File: config.mk
export PLATFORM = sky130hd
export DESIGN_NAME = wt_sum_accumulator
export DESIGN_NICKNAME = d
export VERILOG_FILES = /design/src/rtl/wt_sum_accumulator.sv
export SDC_FILE = /design/constraint.sdc
export NUM_CORES = 1
export LEC_CHECK = 0
export CORE_AREA = 2 2 66 68
export DETAILED_ROUTE_END_ITERATION = 8
export DIE_AREA = 0 0 68 70
export DONT_BUFFER_PORTS = 1
export PLACE_DENSITY = 0.74
export SETUP_SLACK_MARGIN = 0.4
export SYNTH_ARGS = -nofsm -noshare
export SYNTH_HDL_FRONTEND = slang
export SYNTH_SLANG_ARGS = --single-unit
File: constraint.sdc
create_clock -name CLK -period 6.5 [get_ports CLK]
set_input_delay 1.625 -clock CLK [delete_from_list [all_inputs] [get_ports CLK]]
set_output_delay 1.625 -clock CLK [all_outputs]
set_load 0.03 [all_outputs]
File: src/rtl/wt_sum_accumulator.sv
// Frame accumulator behind the Wallace-tree summer: sums signed samples over a
// frame and presents the total, sample count and sticky overflow on a held handshake.
module wt_sum_accumulator #(
    parameter int IN_W  = 6,
    parameter int ACC_W = 12,
    parameter int COUNT = 8,
    parameter int SAT   = 1
) (
    input  logic                    CLK,
    input  logic                    RESET,
    input  logic                    IN_VALID,
    output logic                    IN_READY,
    input  logic signed [IN_W-1:0]  SUM,
    input  logic                    IN_LAST,
    output logic                    OUT_VALID,
    input  logic                    OUT_READY,
    output logic signed [ACC_W-1:0] ACC_OUT,
    output logic [7:0]              OUT_CNT,
    output logic                    OUT_OVF
);

    typedef enum logic {ACCUM, HOLD} state_t;

    state_t                  state_q;
    logic signed [ACC_W-1:0] acc_q, acc_d;
    logic [7:0]              cnt_q, cnt_d;
    logic                    ovf_q, ovf_d;
    logic signed [ACC_W-1:0] acc_out_q;
    logic [7:0]              out_cnt_q;
    logic                    out_ovf_q;

    logic signed [ACC_W:0]   sum_ext;
    logic signed [ACC_W:0]   nxt_wide;
    logic                    ovf_now;
    logic                    close_frame;

    // One guard bit is enough: a single IN_W sample can push at most one bit past ACC_W.
    function automatic logic signed [ACC_W-1:0] clamp(input logic signed [ACC_W:0] v);
        logic signed [ACC_W-1:0] r;
        r = v[ACC_W-1:0];
        if ((SAT != 0) && (v[ACC_W] != v[ACC_W-1])) begin
            r = v[ACC_W] ? {1'b1, {(ACC_W-1){1'b0}}} : {1'b0, {(ACC_W-1){1'b1}}};
        end
        return r;
    endfunction

    always_comb begin
        sum_ext     = {{(ACC_W+1-IN_W){SUM[IN_W-1]}}, SUM};
        nxt_wide    = {acc_q[ACC_W-1], acc_q} + sum_ext;
        ovf_now     = nxt_wide[ACC_W] ^ nxt_wide[ACC_W-1];
        acc_d       = clamp(nxt_wide);
        cnt_d       = cnt_q + 8'd1;
        ovf_d       = ovf_q | ovf_now;
        close_frame = (cnt_d == 8'(COUNT)) || IN_LAST;
    end

    always_ff @(posedge CLK) begin
        if (RESET) begin
            state_q   <= ACCUM;
            acc_q     <= '0;
            cnt_q     <= '0;
            ovf_q     <= 1'b0;
            acc_out_q <= '0;
            out_cnt_q <= '0;
            out_ovf_q <= 1'b0;
        end else begin
            case (state_q)
                ACCUM: begin
                    if (IN_VALID) begin
                        acc_q <= acc_d;
                        cnt_q <= cnt_d;
                        ovf_q <= ovf_d;
                        if (close_frame) begin
                            state_q   <= HOLD;
                            acc_out_q <= acc_d;
                            out_cnt_q <= cnt_d;
                            out_ovf_q <= ovf_d;
                        end
                    end
                end
                HOLD: begin
                    // Handoff cycle never accepts input, giving one bubble per frame.
                    if (OUT_READY) begin
                        state_q <= ACCUM;
                        acc_q   <= '0;
                        cnt_q   <= '0;
                        ovf_q   <= 1'b0;
                    end
                end
                default: state_q <= ACCUM;
            endcase
        end
    end

    assign IN_READY  = (state_q == ACCUM);
    assign OUT_VALID = (state_q == HOLD);
    assign ACC_OUT   = acc_out_q;
    assign OUT_CNT   = out_cnt_q;
    assign OUT_OVF   = out_ovf_q;

endmodule

# Yosys cells after proc, flatten, opt, wreduce, memory -nomap -nowiden
# Cells that the tools add are included.
# W data, S select, Z words.
totals:
  register_bits: 43
  latchBits: 0
  ramBits: 0
  romBits: 0
  output_inout_bits: 23
  n_memories: 0
op_classes:
  add_sub_neg: 2
  n_mul: 0
  div: 0
  n_lt_le_gt_ge: 0
  n_eq_ne: 4
  shift: 0
  mux: 15
  bitwise: 3
  reduce_logical: 3
ops:
  columns: ["op", "n"]
  rows:
  - ["$mux W12", 4]
  - ["$pmux W12 S2", 1]
  - ["$mux W8", 2]
  - ["$pmux W8 S2", 1]
  - ["$add A12 B6 Y13", 1]
  - ["$add A8 B1 Y8 const B", 1]
  - ["$eq A8 B4 Y1 const B", 1]
  - ["$mux W1", 5]
  - ["$ne A2 B2 Y1 const B", 2]
  - ["$pmux W1 S2", 2]
  - ["$reduce_and A3 Y1", 1]
  - ["$reduce_and A2 Y1", 1]
  - ["$logic_or A1 B1 Y1", 1]
  - ["$ne A1 B1 Y1", 1]
  - ["$not A1 Y1", 1]
  - ["$or A1 B1 Y1", 1]
  - ["$xor A1 B1 Y1", 1]

# Logic depth before layout (Yosys ltp)
logic_depth:
  ltp_word: 6
  ltp_mapped: 11

# Worst setup path after synthesis
# No wires, ideal clock.
synth_timing:
  path_kind: "input port to flip-flop"
  start: "in SUM[0]"
  end: "reg acc_out_q[0], in the netlist ACC_OUT[0]"
  arrival_ns: 3.620
  t_required_ns: 6.421
  setup_slack_ns: 2.800
  cell_stages: 11
  n_path_buf: 1
  cell_sequence: "ha_1 inv_1 fa_1 nand2b_1 a21oi_1 a21oi_1 o211ai_1 a32o_2 buf_6 a21oi_1 a211oi_2"
synth_via:
  elab_chain_len: 3
  elab_cells_between_ends: 4
  cone_classes: "add/sub: 1; eq/ne: 1; mux: 2"
synth_lines:
  columns: ["element", "line", "source"]
  rows:
  - ["from (decl)", "13", "input logic signed [IN_W-1:0] SUM,"]
  - ["$add A12 B6 Y13 *", "49", "nxt_wide = {acc_q[ACC_W-1], acc_q} + sum_ext;"]
  - ["$mux W12 or $ne A1 B1 Y1 (tied branches)", "42, 41", null]
  - ["$mux W12 *", "41", "if ((SAT != 0) && (v[ACC_W] != v[ACC_W-1])) begin"]
  - ["to (signal assigned)", "63", "acc_out_q <= '0;"]
  - ["to (signal assigned)", "75", "acc_out_q <= acc_d;"]
  - ["to (decl)", "28", "logic signed [ACC_W-1:0] acc_out_q;"]
# Mark *: on every way between the ends. The rest lies on a longest branch, timed or not.
# A chain may end at the register's enable or synchronous reset.

# Worst setup path after layout
layout_timing:
  start: "in SUM[0]"
  end: "reg acc_out_q[9], in the netlist ACC_OUT[9]"
# The elaborated chain is that of the path after synthesis.

==> parameters.txt <==
Parameter                              Value

Outcome
  Run status ... complete, no violations

Synth
  Post-synth EDFFs ... 0
  Most repeated cell in the gate-level netlist after synthesis ... sky130_fd_sc_hd__nor2_1
  Top-area cell type share of the netlist area ... 0.368
  Post-synth cell types ... 45
  Total standard cell area after synthesis ... between 0.002 and 0.0025 mm^2
  Synth cell count leaders ... sky130_fd_sc_hd__nor2_1 (45), sky130_fd_sc_hd__dfxtp_1 (43), sky130_fd_sc_hd__nand2_1 (24)
  Number of synthesized register bits ... 43
  Leading register cell type out of synthesis ... sky130_fd_sc_hd__dfxtp_1
  Synthesized netlist net count ... ~310
  Cell taking the most area after synthesis ... sky130_fd_sc_hd__dfxtp_1
  Top cells by area, synth ... sky130_fd_sc_hd__dfxtp_1 (37%), sky130_fd_sc_hd__nor2_1 (7.2%), sky130_fd_sc_hd__ha_1 (6.9%), sky130_fd_sc_hd__a21oi_1 (4.7%), sky130_fd_sc_hd__a211oi_1 (3.8%)
  Synth warn ... 0
  Avg Inst Size Synth ... ~8.4 um^2
  Share of synthesized flip-flops with an asynchronous set or reset ... 0
  Synth Instances ... 280
  Part of the Yosys area used for sequential elements ... 0.368

Placement
  DPL Wire Length ... 3690 um
  Post-placement setup slack ... 2.46 ns
  Weighted congestion at the end of routability-driven global placement ... approximately 0.82
  Port bufs ... 0

Setup path
  Setup crit end kind ... flop
  WP data arrival ... 3.96 ns
  Maximum net fanout on the critical path ... 14
  Critical setup path kind ... primary input to flop
  Internal reg-to-reg setup slack ... around 3.7 ns
  Startpoint type of the worst setup path ... primary input
  Worst EP required ... roughly 6.7 ns

Clock network
  Worst-Skew Late Latency ... about 0.30 ns
  Htree depth ... 2
  Clock sinks ... between 40 and 50
  Number of buffers on the longest clock path ... 2
  Post_cts resized ... 0
  TritonCTS clock tree ... done
  Hold-fix buffer count after cts ... 0
  Cts bufs inserted ... 5
  Root cell of the clock tree ... sky130_fd_sc_hd__clkbuf_8
  Clock-pin slew of the registers on the worst-case setup and hold paths ... 0.08 ns
  Setup bufs post-CTS ... 0

Timing
  Setup ws final ... between 2 and 3 ns
  Share of the cycle needed by the critical path after routing ... 0.576
  Clock skew ... roughly 0.0039 ns
  Sum of negative setup slack ... 0 ns
  Timing-limited maximum frequency ... between 200 and 300 MHz
  Final critical-path required period ... 3.74 ns
  Rel. slew slack ... 0.457
  Final hold violation count ... 0
  Worst-Margin Slew ... roughly 0.81 ns
  Number of endpoints failing setup at the final stage ... 0
  Setup repair after global routing missed its margin ... no
  Final slew viol count ... 0

Hold path
  Worst min-delay path class ... flop to flop

Floorplan
  Die width ... between 60 and 70 um
  Die footprint ... between 0.004 and 0.005 mm^2
  Top-level port count ... 34
  Row cnt ... 24
  Die extent in y ... approximately 70 um
  Initial cell density of the core ... 0.565
  Core Footprint ... 0.00414 mm^2

Routing
  1st-iter DRT viols ... 97
  Vias per std cell ... just under 6
  Detailed-route DRC error count ... 0
  DRT Pass-1 Iters ... 4
  Routed Antenna Nets ... 0
  Average routed wire per standard cell ... 15.4 um
  Total wire length after detailed routing ... around 5100 um
  Number of vias in the routed layout ... 1962

Global routing
  Met3 layer usage reported by global route ... 0.0499
  Met1 demand-to-capacity share in global routing ... 0.314
  Total overflow reported by the global router ... 0
  Number of antenna violations at the first check in global routing ... 0
  Met2 usage in global routing ... 0.374
  Number of global-route vias before repair ... 1860
  Busiest layer in global routing ... met2
  Total global-route track usage ... 0.235
  First-pass GRT wire length ... 8630 um
  Largest net degree at the start of global routing ... 37

Pwr
  P_int ... around 530 uW
  Power share of the combinational group ... 0.349
  Power density of the placed cells ... roughly 340 mW/mm^2
  Leakage Power ... 0.904 nW
  Sequential Power Share ... 0.412
  Maximum vdd ir drop ... between 0.15 and 0.2 mV
  Switching share of power ... 0.372
  Power dissipated by switching net loads ... around 310 uW
  Clock group share of total power ... 0.238

Cells and area
  Layout cells sized above 1 ... 0.0794
  Inserted Diodes ... 0
  Number of nets in the final layout ... 302
  Fill count ... about 380
  Layout Area Growth over Synthesis ... 5.07%

Job
  Max-Cap Viols ... 0
[final timing paths]
kind                               start         end  cells after the start
worst max-delay path              SUM[0]  ACC_OUT[9]                     10
worst max register to register  acc_q[0]  ACC_OUT[9]                     10
worst min-delay path               ovf_q       ovf_q                      2
worst min register to register     ovf_q       ovf_q                      2
[stage by stage]
| stage | utilization | instances | area [um^2] | total power, mW | hold slack (ns) |
|---|---|---|---|---|---|
| after CTS | 0.594 | 329 | 2460 | 0.838 | 0.454 |
| after floorplan | - | 280 | 2340 | 0.593 | 0.429 |
| after global placement | 0.569 | 322 | 2360 | 0.635 | 0.435 |
| after detailed placement | 0.569 | 322 | 2360 | 0.639 | 0.443 |
| after global routing | 0.594 | 329 | 2460 | 0.888 | 0.466 |
| final | 0.594 | 329 | 2460 | 0.837 | 0.457 |
[logic make-up after synthesis]
family	after synthesis	synth area share
AOI/OAI and AO/OA	84	0.257
xor gates and xnor gates	13	0.0486
adders and majority gates	14	0.0780
buffers and inverters	18	0.0353
DFF	43	0.368
and+or+nand+nor	108	0.214
[state kept, by name (all words and copies together), names as in the netlist]
name and cells:
acc_q 12, OUT_CNT 8, cnt_q 8, ACC_OUT 12, OUT_OVF 1, OUT_VALID 1, ovf_q 1
[worst max-delay path, cell delays in order]
cell and delay (ns):
sky130_fd_sc_hd__ha_1 0.18, sky130_fd_sc_hd__inv_1 0.07, sky130_fd_sc_hd__fa_1 0.37, sky130_fd_sc_hd__nand2b_1 0.19
sky130_fd_sc_hd__a21oi_1 0.32, sky130_fd_sc_hd__a21oi_1 0.13, sky130_fd_sc_hd__o211ai_1 0.26, sky130_fd_sc_hd__a32o_2 0.46
sky130_fd_sc_hd__a21oi_1 0.12, sky130_fd_sc_hd__a211oi_1 0.25
[layout make-up]
type | instances | area (um^2) | area share
repair buffers | 1 | 7.51 | 0.00305
well taps | 52 | 65.1 | 0.0264
clock buffers | 6 | 72.6 | 0.0295
flip-flops and latches | 43 | 861 | 0.350
inverters | 7 | 26.3 | 0.0107
clock inverters | 1 | 30.0 | 0.0122
multi-input cells | 219 | 1400 | 0.568
[metal layers]
layer,routed length (um),up-vias,part of all wire
met1,2270,911,0.45
met5,0,-,0
met3,235,10,0.046
met2,2450,37,0.48
met4,99,0,0.020
li1,-,1004,-
[cells in the final DEF, fill, tap and decap left out, types with 2 or more instances in the layout]
cell,synthesis,routed
sky130_fd_sc_hd__nor2_1,45,45
sky130_fd_sc_hd__dfxtp_1,43,43
sky130_fd_sc_hd__nand2_1,24,24
sky130_fd_sc_hd__a21oi_1,22,22
sky130_fd_sc_hd__ha_1,13,13
sky130_fd_sc_hd__a211oi_1,12,12
sky130_fd_sc_hd__o21ai_0,12,12
sky130_fd_sc_hd__xnor2_1,10,10
sky130_fd_sc_hd__nand3_1,8,8
sky130_fd_sc_hd__nor3_1,8,8
sky130_fd_sc_hd__o21ai_1,8,8
sky130_fd_sc_hd__inv_1,7,7
sky130_fd_sc_hd__a211oi_2,7,7
sky130_fd_sc_hd__nand2b_1,5,5
sky130_fd_sc_hd__clkbuf_8,0,5
sky130_fd_sc_hd__and3_1,3,3
sky130_fd_sc_hd__o21a_1,3,3
sky130_fd_sc_hd__o211ai_1,3,3
sky130_fd_sc_hd__a21oi_2,3,3
sky130_fd_sc_hd__xor2_1,3,3
sky130_fd_sc_hd__a22oi_1,3,3
sky130_fd_sc_hd__nor4_1,2,2
sky130_fd_sc_hd__nor2b_1,2,2
sky130_fd_sc_hd__nand3b_1,2,2
sky130_fd_sc_hd__or3_1,2,2
sky130_fd_sc_hd__a32oi_1,2,2
[power by group through the flow]
stage,clock network (mW),logic [mW],registers (mW)
2_1_floorplan,0,0.251,0.343
3_3_place_gp,0,0.285,0.351
3_5_place_dp,0,0.288,0.351
4_1_cts,0.203,0.291,0.345
5_1_grt,0.213,0.327,0.348
6_report,0.199,0.292,0.345
(Power assumes the default switching activity.)
